===== src/rtl/mult_share_pkg.sv =====
// Shared definitions for the multiplier-sharing arbiter.
//   OPW     : operand width of the shared multiplier
//   PW      : product width (OPW*2, no truncation)
//   state_t : arbiter FSM states
package mult_share_pkg;

    localparam int OPW = 4;
    localparam int PW  = 8;

    typedef enum logic [1:0] {
        IDLE = 2'd0,
        CALC = 2'd1,
        RESP = 2'd2
    } state_t;

endpackage


===== src/rtl/array_mult.sv =====
// Combinational unsigned array multiplier (OPW x OPW -> PW).
//   a, b : unsigned operands
//   p    : full-width product
module array_mult
    import mult_share_pkg::*;
(
    input  logic [OPW-1:0] a,
    input  logic [OPW-1:0] b,
    output logic [PW-1:0]  p
);

    // One shifted partial-product row per multiplier bit, summed down the array.
    always_comb begin
        p = '0;
        for (int i = 0; i < OPW; i++) begin
            if (b[i]) begin
                p = p + (PW'(a) << i);
            end
        end
    end

endmodule


===== src/rtl/rr_arbiter.sv =====
// Round-robin grant selection.
//   req : request vector
//   ptr : highest-priority index; search runs ptr, ptr+1, ... modulo NREQ
//   en  : grants are produced only while enabled
//   gnt : one-hot grant (all zero when disabled or nothing requested)
//   idx : encoded index of the granted requester
//   any : a grant was issued
module rr_arbiter #(
    parameter  int NREQ = 4,
    localparam int IDW  = $clog2(NREQ)
) (
    input  logic [NREQ-1:0] req,
    input  logic [IDW-1:0]  ptr,
    input  logic            en,
    output logic [NREQ-1:0] gnt,
    output logic [IDW-1:0]  idx,
    output logic            any
);

    always_comb begin
        int k;
        logic [IDW-1:0] kk;
        gnt = '0;
        idx = '0;
        any = 1'b0;
        k   = 0;
        kk  = '0;
        for (int i = 0; i < NREQ; i++) begin
            k = int'(ptr) + i;
            if (k >= NREQ) begin
                k = k - NREQ;
            end
            kk = IDW'(k);
            if (en && !any && req[kk]) begin
                any     = 1'b1;
                gnt[kk] = 1'b1;
                idx     = kk;
            end
        end
    end

endmodule


===== src/rtl/mult_share_arbiter.sv =====
// Shares one 4x4 array multiplier among NREQ requesters.
// A round-robin winner is accepted in IDLE, its product is registered in
// CALC, and the product is offered on the response handshake in RESP.
//   clk, rst_n          : clock, synchronous active-low reset
//   req_valid/req_ready : per-requester handshake; req_ready is one-hot or zero
//   req_a, req_b        : flattened operands, requester k at [4k+3:4k]
//   rsp_valid/rsp_ready : response handshake
//   rsp_id, rsp_p       : owner of the product and the product itself
//   busy                : FSM is not in IDLE
//   done_cnt            : completed responses, wraps modulo 2^CNTW
// Handshakes: a transfer happens on a rising edge where valid and ready are
// both high; valid never waits on ready, and a response holds its payload
// stable until the transfer.
module mult_share_arbiter
    import mult_share_pkg::*;
#(
    parameter  int NREQ = 4,
    parameter  int CNTW = 16,
    localparam int IDW  = $clog2(NREQ)
) (
    input  logic              clk,
    input  logic              rst_n,
    input  logic [NREQ-1:0]   req_valid,
    output logic [NREQ-1:0]   req_ready,
    input  logic [NREQ*4-1:0] req_a,
    input  logic [NREQ*4-1:0] req_b,
    output logic              rsp_valid,
    input  logic              rsp_ready,
    output logic [IDW-1:0]    rsp_id,
    output logic [7:0]        rsp_p,
    output logic              busy,
    output logic [CNTW-1:0]   done_cnt
);

    state_t          state;
    state_t          state_nxt;
    logic [IDW-1:0]  ptr;
    logic [OPW-1:0]  op_a;
    logic [OPW-1:0]  op_b;
    logic [IDW-1:0]  id_r;
    logic [NREQ-1:0] gnt;
    logic [IDW-1:0]  win_idx;
    logic            win_any;
    logic [OPW-1:0]  sel_a;
    logic [OPW-1:0]  sel_b;
    logic [PW-1:0]   prod;

    rr_arbiter #(.NREQ(NREQ)) u_arb (
        .req (req_valid),
        .ptr (ptr),
        .en  (state == IDLE),
        .gnt (gnt),
        .idx (win_idx),
        .any (win_any)
    );

    array_mult u_mult (
        .a (op_a),
        .b (op_b),
        .p (prod)
    );

    assign req_ready = gnt;
    assign busy      = (state != IDLE);

    // Grant is one-hot, so OR-ing the masked slices selects the winner.
    always_comb begin
        sel_a = '0;
        sel_b = '0;
        for (int k = 0; k < NREQ; k++) begin
            if (gnt[k]) begin
                sel_a = sel_a | req_a[k*OPW +: OPW];
                sel_b = sel_b | req_b[k*OPW +: OPW];
            end
        end
    end

    always_ff @(posedge clk) begin
        if (!rst_n) begin
            state <= IDLE;
        end else begin
            state <= state_nxt;
        end
    end

    always_comb begin
        state_nxt = state;
        case (state)
            IDLE:    if (win_any) state_nxt = CALC;
            CALC:    state_nxt = RESP;
            RESP:    if (rsp_valid && rsp_ready) state_nxt = IDLE;
            default: state_nxt = IDLE;
        endcase
    end

    always_ff @(posedge clk) begin
        if (!rst_n) begin
            ptr       <= '0;
            op_a      <= '0;
            op_b      <= '0;
            id_r      <= '0;
            rsp_valid <= 1'b0;
            rsp_id    <= '0;
            rsp_p     <= '0;
            done_cnt  <= '0;
        end else begin
            case (state)
                IDLE: begin
                    if (win_any) begin
                        op_a <= sel_a;
                        op_b <= sel_b;
                        id_r <= win_idx;
                        ptr  <= (win_idx == IDW'(NREQ - 1)) ? '0 : win_idx + IDW'(1);
                    end
                end
                CALC: begin
                    rsp_p     <= prod;
                    rsp_id    <= id_r;
                    rsp_valid <= 1'b1;
                end
                RESP: begin
                    if (rsp_valid && rsp_ready) begin
                        rsp_valid <= 1'b0;
                        done_cnt  <= done_cnt + CNTW'(1);
                    end
                end
                default: begin
                    rsp_valid <= 1'b0;
                end
            endcase
        end
    end

endmodule


===== config.mk =====
export PLATFORM = sky130hd
export DESIGN_NAME = mult_share_arbiter
export DESIGN_NICKNAME = d
export VERILOG_FILES = /design/src/rtl/mult_share_pkg.sv /design/src/rtl/array_mult.sv /design/src/rtl/rr_arbiter.sv /design/src/rtl/mult_share_arbiter.sv
export SDC_FILE = /design/constraint.sdc
export NUM_CORES = 1
export LEC_CHECK = 0
export ABC_AREA = 1
export BUFFER_PORTS_ARGS = -buffer_cell sky130_fd_sc_hd__buf_2
export CORE_MARGIN = 2
export CORE_UTILIZATION = 58
export DETAILED_ROUTE_END_ITERATION = 8
export PLACE_DENSITY = 0.84
export REMOVE_ABC_BUFFERS = 1
export SETUP_SLACK_MARGIN = 0.3
export SKIP_CTS_REPAIR_TIMING = 1
export SYNTH_ARGS = -nofsm -noshare
export SYNTH_HDL_FRONTEND = slang
export SYNTH_SLANG_ARGS = --single-unit

===== constraint.sdc =====
create_clock -name clk -period 6.8 [get_ports clk]
set_input_delay 0.34 -clock clk [delete_from_list [all_inputs] [get_ports clk]]
set_output_delay 0.34 -clock clk [all_outputs]
set_load 0.005 [all_outputs]

# Word-level counts from Yosys, hierarchy flattened
# Index checks and enable logic that the tools add are counted.
[op_classes] n_addsub=12 n_lt_le_gt_ge=12 n_eq_ne=5 mux=50 bitwise=10 n_reduce_logical=21
[ops] cell="4-bit two-way mux" n=13
[ops] cell="4-bit bitwise OR" n=9
[ops] cell="8-bit two-way mux" n=3
[ops] cell="2-bit two-way mux" n=11
[ops] cell="16-bit by 1-bit adder with 16-bit output (second input constant)" n=1
[ops] cell="1-bit two-way mux" n=13
[ops] cell="1-bit logical AND" n=12
[ops] cell="2-bit by 3-bit less-than comparator with 1-bit output (second input constant)" n=4
[ops] cell="3-bit >= comparator (second input constant)" n=3
[ops] cell="8-bit by 5-bit adder with 8-bit output" n=1
[ops] cell="8-bit by 6-bit adder with 8-bit output" n=1
[ops] cell="8-bit by 7-bit adder with 8-bit output" n=1
[ops] cell="1-bit binary-select mux with 2-bit select" n=4
[ops] cell="1-bit demux with 2-bit select" n=4
[ops] cell="2-bit by 1-bit >= comparator with 1-bit output (second input constant)" n=4
[ops] cell="2-bit AND reduction" n=4
[ops] cell="2-bit by 1-bit subtractor with 2-bit output (second input constant)" n=4
[ops] cell="2-bit by 2-bit adder with 3-bit output (second input constant)" n=2
[ops] cell="2-bit case mux with 3 select lines" n=1
[ops] cell="2-bit == test (second input constant)" n=2
[ops] cell="2-bit != test (second input constant)" n=2
[ops] cell="2-bit by 1-bit adder with 3-bit output (second input constant)" n=1
[ops] cell="2-bit by 3-bit >= comparator with 1-bit output (second input constant)" n=1
[ops] cell="1-bit logical NOT" n=3
[ops] cell="other kinds (6)" n=6
[totals] ff_bits=41 input_bits=39 output_inout_bits=32 wordCells=119

# Depth between registers and ports, before layout
# Gate-level depths: netlist of the first run.
[logic_depth] depth_word=25 mapped_depth=22 mapped_depth_nobuf=22

# Cells and area by module
# From an unflattened synthesis of the first run, not the netlist that was laid out.
[unflattened] cells_unflattened=465 area_unflattened_um2=3078.0
[modules_own_cells] mod="mult_share_arbiter" n_inst=1 cells_per_inst=274 area_per_inst_um2=1919.3 seq_area_each_um2=820.8
[modules_own_cells] mod="array_mult" n_inst=1 cells_per_inst=99 area_per_inst_um2=615.6 seq_area_each_um2=0.0
[modules_own_cells] mod="rr_arbiter" n_inst=1 cells_per_inst=92 area_per_inst_um2=543.0 seq_area_each_um2=0.0

# Worst setup path after synthesis of the first run
# No wires, ideal clock.
[synth_path] kind="register -> register" start="reg op_a[1]" end="reg rsp_p[6]" setup_time_ps=122 arrival_ps=3272 required_ps=6678 path_slack_ps=3406 path_stages_with_launch=23 path_buffers=0 period_less_slack_ps=3394 cell_sequence="dfxtp_1 > nand2_1 > inv_1 > ha_1 > inv_1 > fa_1 > nand3b_1 > nand3_1 > o21a_1 > inv_1 > ha_1 > a21oi_1 > nor2_1 > nor2_1 > xor2_1 > o21ai_0 > ha_1 > a21oi_1 > nand2_1 > a21oi_1 > o21ai_0 > o211ai_1 > a21oi_1"
[synth_between] elab_chain_len=7
[synth_rtl] item="start: declaration" line_no="mult_share_arbiter.sv:38" rtl="logic [OPW-1:0] op_a;"
[synth_rtl] item="start signal: assignment" line_no="mult_share_arbiter.sv:110" rtl="op_a <= sel_a;"
[synth_rtl] item="4-bit two-way mux" line_no="array_mult.sv:16" rtl="if (b[i]) begin"
[synth_rtl] item="8-bit by 5-bit adder with 8-bit output" line_no="array_mult.sv:17" rtl="p = p + (PW'(a) << i);"
[synth_rtl] item="8-bit two-way mux" line_no="array_mult.sv:16"
[synth_rtl] item="8-bit by 6-bit adder with 8-bit output" line_no="array_mult.sv:17"
[synth_rtl] item="8-bit two-way mux" line_no="array_mult.sv:16"
[synth_rtl] item="8-bit by 7-bit adder with 8-bit output" line_no="array_mult.sv:17"
[synth_rtl] item="8-bit two-way mux *" line_no="array_mult.sv:16"
[synth_rtl] item="end signal: assignment" line_no="mult_share_arbiter.sv:117" rtl="rsp_p <= prod;"
[synth_rtl] item="end: declaration" line_no="mult_share_arbiter.sv:30" rtl="output logic [7:0] rsp_p,"
# Mark *: on every way between the ends. The rest lies on a longest branch, timed or not.
# A chain may end at the register's enable or synchronous reset.

# Final worst setup path of the first run
# Ends and elaborated chain as after synthesis.

==> flow_summary.yaml, run 1 <==
route:
  wl_per_cell_um: 11.75
  drtPass1Iterations: 4
  ant_nets: 0
  drcViolationCount: 0
  wirelength_um: 6404
  drt_iter0_markers: 139
  num_vias: 2868
  vias_per_cell: 5.262
pwr:
  cellPowerDensity_mw_per_mm2: 372.3
  pwr-share-comb_pct: 58.1
  irDropWorstVdd_mv: 0.2340
  p_sw_uw: 611.6
  swShare_pct: 50.21
  internal-power_uw: 606.5
  pwr-share-seq_pct: 28.3
  finalPower_mw: 1.218
  clkPwrFrac_pct: 13.7
  p_leak_nw: 1.626
worst_setup_path:
  cp_data_required_time_ns: 6.98
  start_kind: "flip-flop"
  crit_fanout: 7
  timing.rr.start: "op_a[1]"
  crit_arrival_ns: 4.00
  end_kind: "flip-flop"
  critPathKind: "reg2reg"
  cp-startpoint: "op_a[1]"
timing:
  hold_viol: 0
  period_share_pct: 56.25
  whs_ns: 0.3353
  fin_crit_ns: 3.825
  fmax_ghz: 0.2614
  rsz0062_at_grt: "no"
  setup_viol: 0
  slew_headroom_pct: 67.51
  final.setup_skew_ns: 0.008067
  tns_ns: 0
  drv_slew: 0
  worstMarginPinSlew_ns: 0.4843
floorplan:
  start_util_pct: 59.39
  rows: 25
  die_y_um: 73.31
  fp.dieW_um: 73.31
  coreArea_mm2: 0.004692
  io_pins: 71
  fp.dieArea_mm2: 0.005374
place:
  place_area_mm2: 0.003178
  io_buffers: 70
  hpwl_um: 4966
  place.gp.congestion: 0.8776
  dpl.cell_count: 537
flow_run:
  drv_cap: 0
clocking:
  clock-root-buffer: "clkbuf_8"
  cts.sinks: 41
  cts_tree: "yes"
  cts.path.max_buffers: 2
  clk_latency_ns: 0.30
  cts_buffers: 5
  h-tree-depth: 2
  clkTransAtPathRegs_ns: 0.08
yosys:
  synth_cell_types: 35
  synth_area_mm2: 0.002786
  ys_warn_count: 0
  synth_area_leaders: "dfxtp_1 (29%), nand2_1 (15%), ha_1 (9.4%)"
  postSynth.asyncResetShare_pct: 0
  synth_ff_type: "dfxtp_1"
  yosysTopAreaCell: "dfxtp_1"
  synth_top_cell_area_share_pct: 29.46
  syn_area_per_cell_um2: 6.666
  ys_seq_elements: 41
  synth-edff-count: 0
  syn_inst: 418
  yosysSeqAreaShare_pct: 29.46
worst_hold_path:
  hold_path_startpoint: "req_a[8]"
  holdCritPathClass: "in2reg"
finish:
  instances_no_fill: 545
  drive_above_1_share_pct: 22.00
  syn_to_final_growth_pct: 17.42
  fin_nets: 553
  n_antenna_cell: 0
  design_area_mm2: 0.003272
outcome:
  outcome: "completed"
global_route:
  antenna_found_initial: 0
  grt_pass1_wl_um: 10210
  grt_pass1_vias: 2406
  track_usage_pct: 23.65
  grt_max_degree: 25
  grt-ovfl-total: 0
-- state kept, by name, indices dropped and copies added (netlist names) --
register and count:
op_b 4, rsp_id 2, id_r 2, rsp_p 8, ptr 2, op_a 4, rsp_valid 1, done_cnt 16
state 2
-- metal layers --
| metal | vias up | GRT usage, % | share of wire [%] |
|---|---|---|---|
| li1 | 1508 | - | - |
| met1 | 1300 | 30.94 | 46 |
| met2 | 50 | 40.14 | 49 |
| met3 | 10 | 4.252 | 3.4 |
| met4 | 0 | 6.465 | 1.2 |
| met5 | - | 0 | 0 |
-- final timing paths --
| path | slack [ns] | cells past startpoint | end |
|---|---|---|---|
| setup / recovery | 2.97 | 22 | rsp_p[6] |
| hold reg to reg | 0.47 | 2 | id_r[1] |
| hold / removal | 0.34 | 5 | op_a[0] |
| setup reg to reg | 2.97 | 22 | rsp_p[6] |
-- cells in the mapped netlist (2+ instances only) --
cell	n
a21oi_1	32
a22oi_1	2
clkbuf_1	4
dfxtp_1	41
fa_1	3
ha_1	21
inv_1	42
inv_2	3
nand2_1	110
nand2_2	9
nand3_1	31
nand3_2	4
nand4_1	6
nor2_1	49
nor2_2	8
o21a_1	3
o21ai_0	20
o21ai_1	8
xor2_1	6
-- through the flow --
step	setup WS (ns)	util, %
after floorplan	3.399	-
after global placement	3.209	67.73
after detailed placement	3.024	67.73
after CTS	2.987	69.73
after global routing	2.608	69.73
final	2.975	69.73
-- cell type report --
type / count / area (um2)
Clock buffer: 5 / 68.82
Clock inverter: 3 / 25.02
Multi-Input combinational cell: 326 / 1767
Tap cell: 54 / 67.56
Fill cell: 408 / 1420
Sequential cell: 41 / 820.8
Inverter: 46 / 172.7
Timing Repair Buffer: 70 / 350.3
-- power by group through the flow --
stage	logic [mW]	clock network [mW]	registers, mW
finish	0.707	0.166	0.344
detailed placement	0.701	0	0.349
CTS	0.705	0.170	0.344
global route	0.812	0.178	0.351
floorplan	0.532	0	0.336
global placement	0.682	0	0.347
-- logic make-up (layout without fill, tap and decap cells) --
kind of cell / after synthesis / in the layout / share of synthesized area, %
AOI/OAI and AO/OA: 72 / 72 / 14.10
DFF: 41 / 41 / 29.46
buffers and inverters: 51 / 124 / 7.139
and+or+nand+nor: 224 / 224 / 35.83
adders and majority gates: 24 / 24 / 11.59
xor gates and xnor gates: 6 / 6 / 1.886
-- cells in the final DEF, fill, tap and decap left out, types with 2 or more instances in the layout --
| master | instances |
|---|---|
| o21ai_0 | 20 |
| nor2_2 | 8 |
| buf_2 | 70 |
| fa_1 | 3 |
| nand3_2 | 4 |
| inv_1 | 42 |
| nand2_1 | 110 |
| nand4_1 | 6 |
| a21oi_1 | 32 |
| xor2_1 | 6 |
| ha_1 | 21 |
| nand2_2 | 9 |
| o21ai_1 | 8 |
| a22oi_1 | 2 |
| o21a_1 | 3 |
| dfxtp_1 | 41 |
| nor2_1 | 49 |
| nand3_1 | 31 |
| clkbuf_8 | 5 |
| inv_2 | 3 |
-- critical path, stage by stage, from the launching register on --
cell	delay (ns)
dfxtp_1	0.50
nand2_1	0.09
inv_1	0.08
ha_1	0.16
inv_1	0.05
fa_1	0.37
nand3b_1	0.19
nand3_1	0.10
o21a_1	0.17
inv_1	0.07
ha_1	0.27
a21oi_1	0.14
nor2_1	0.05
nor2_1	0.11
xor2_1	0.07
o21ai_0	0.33
ha_1	0.33
a21oi_1	0.15
nand2_1	0.08
a21oi_1	0.12
o21ai_0	0.10
o211ai_1	0.10
a21oi_1	0.08
Note: power is estimated with default switching activity, not from simulation.
==> run 2, diff against run 1 <==
Settings changed: CORE_UTILIZATION 58 to 48, PLACE_DENSITY 0.84 to 0.74.
Clock period 6.8 ns to 3.41 ns, I/O delays scaled along.
==> run 2 against run 1 <==
Net effect:
- critical path depth decreased by 4
- die area rose by 20%
- non-clock buffer count grew 14
- sequential power is 97% higher
- wire length grew 11%
- clock power up 90%
- first-iteration DRC count rose by 17%
- global-route usage is 2.7 points lower
- maximum frequency grew 15%
- cell count up 5.9%
- largest power group unchanged
==> flow_summary.yaml, run 2 (same netlist as run 1, synthesis figures left out) <==
clocking:
  cts.path.max_buffers: 2
  clk_latency_ns: 0.30
  h-tree-depth: 2
  cts.sinks: 41
  clock-root-buffer: "clkbuf_8"
  clkTransAtPathRegs_ns: 0.08
  cts_buffers: 5
  cts_tree: "yes"
finish:
  n_antenna_cell: 0
  final_common_cell: "nand2_1"
  max_flop_register: "done_cnt"
  drive_above_1_share_pct: 29.50
  ff_latch_area_um2: 823.3
  layout_common_cells: "nand2_1 (107), buf_2 (70), nor2_1 (49), dfxtp_1 (39), inv_1 (37)"
  multi_input_area_mm2: 0.001881
  nFillCells: 518
  largest_reg_flops: 16
  fin_util_pct: 63.32
  syn_to_final_growth_pct: 25.91
  fin_nets: 567
  reg_top3: "done_cnt x16, rsp_p x8"
route:
  route.met2.wl_um: 3703
  ant_nets: 0
  drtPass1Iterations: 4
  drt_iter0_markers: 163
  route.top_layer_used: "met4"
  drt-met1-wl_um: 3087
  vias_per_cell: 5.114
  drcViolationCount: 0
  wl_per_cell_um: 12.28
  num_vias: 2951
  wirelength_um: 7088
  wl_met3_um: 203
place:
  io_buffers: 70
  place.gp.congestion: 0.8801
  hpwl_um: 5080
  dp_slack_ns: -0.1150
global_route:
  grt-ovfl-total: 0
  grt_pass1_vias: 2646
  grt_pass1_wl_um: 11040
  antenna_found_initial: 0
  track_usage_pct: 20.96
  grt_max_degree: 25
pwr:
  irDropWorstVdd_mv: 0.4308
  p_leak_nw: 1.680
  clkPwrFrac_pct: 12.3
  internal-power_mw: 1.283
  pwr-share-comb_pct: 61.4
  cellPowerDensity_mw_per_mm2: 730.7
  swShare_pct: 49.94
  pwr-share-seq_pct: 26.4
  finalPower_mw: 2.564
  p_sw_mw: 1.280
worst_setup_path:
  path_cells: "nand2_2, inv_2, ha_4, inv_2, fa_2, buf_4, nand2_2, nand3_1, o21a_1, buf_4, buf_6, fa_2, o21ai_2, ha_2, fa_2, xor2_1, a22oi_1, a21oi_1"
  crit_fanout: 2
  cp_common_cell: "fa_2"
  crit_slowest_cell: "fa_2"
  max_stage_delay_ns: 0.53
  cp_data_required_time_ns: 3.59
  start_kind: "flip-flop"
  critPathKind: "reg2reg"
  crit_buf_inv: 5
  cp_top_family: "adder cells"
  end_kind: "flip-flop"
  rrSetupSlack_ns: 0.09
  crit_arrival_ns: 3.49
floorplan:
  start_util_pct: 50.29
  fp.dieW_um: 80.19
  die_y_um: 80.19
  coreArea_mm2: 0.005540
  fp.dieArea_mm2: 0.006430
  rows: 27
  io_pins: 71
timing:
  fin_crit_ns: 3.316
  worstMarginPinSlew_ns: 0.6706
  final.setup_skew_ns: 0.008285
  rsz0062_at_grt: "yes"
  fin_ws_ns: 0.09385
  setup_viol: 0
  period_share_pct: 97.25
  fmax_ghz: 0.3016
  drv_slew: 0
  whs_ns: 0.1756
  slew_headroom_pct: 55.13
  hold_viol: 0
flow_run:
  drv_cap: 0
outcome:
  outcome: "completed"
worst_hold_path:
  holdCritPathClass: "in2reg"
-- run 2: cell types whose count changed in the layout (fill, tap and decap cells not counted), moves of 5 or more --
cell,before,now
inv_1,42,37
o21ai_0,20,13
inv_2,3,8
buf_4,0,13
ha_1,21,14
ha_4,0,5
-- run 2: tightest hold or removal path, cell delays in order --
cell	delay (ns)
buf_2	0.07
nand2_1	0.04
nand2_1	0.05
nor2_1	0.04
nor2_1	0.07
-- run 2: cell type report --
cell class              count  area share [%]
inverters                  46           4.922
well taps                  72           2.568
repair buffers             84           13.09
clock inverters             2          0.2853
clock buffers               6           2.068
multi-input cells         326           53.60
flip-flops and latches     41           23.47
-- run 2: final timing paths --
kind,startpoint,endpoint,cells past startpoint
max,op_a[1],rsp_p[5],18
max reg2reg,op_a[1],rsp_p[5],18
min reg2reg,rsp_p[6],rsp_p[6],2
min,req_b[1],op_b[1],5
-- run 2: routing by layer --
layer | up-vias | track usage [%]
li1 | 1527 | -
met1 | 1362 | 26.09
met2 | 54 | 37.92
met3 | 8 | 2.921
met4 | 0 | 5.085
met5 | - | 0
-- run 2: power by group through the flow --
stage / clock network (mW) / registers, mW / logic (mW)
2_1_floorplan: 0 / 0.669 / 1.06
3_3_place_gp: 0 / 0.674 / 1.43
5_1_grt: 0.339 / 0.689 / 1.78
6_report: 0.315 / 0.676 / 1.57
4_1_cts: 0.317 / 0.667 / 1.47
3_5_place_dp: 0 / 0.676 / 1.46
-- run 2: metrics by stage --
stage | area [um2] | cells | TNS [ns]
2_1_floorplan | 2760 | 413 | 0
3_3_place_gp | 3253 | 562 | 0
3_5_place_dp | 3253 | 562 | -0.1150
4_1_cts | 3336 | 570 | -0.1077
5_1_grt | 3508 | 577 | -0.1524
6_report | 3508 | 577 | 0
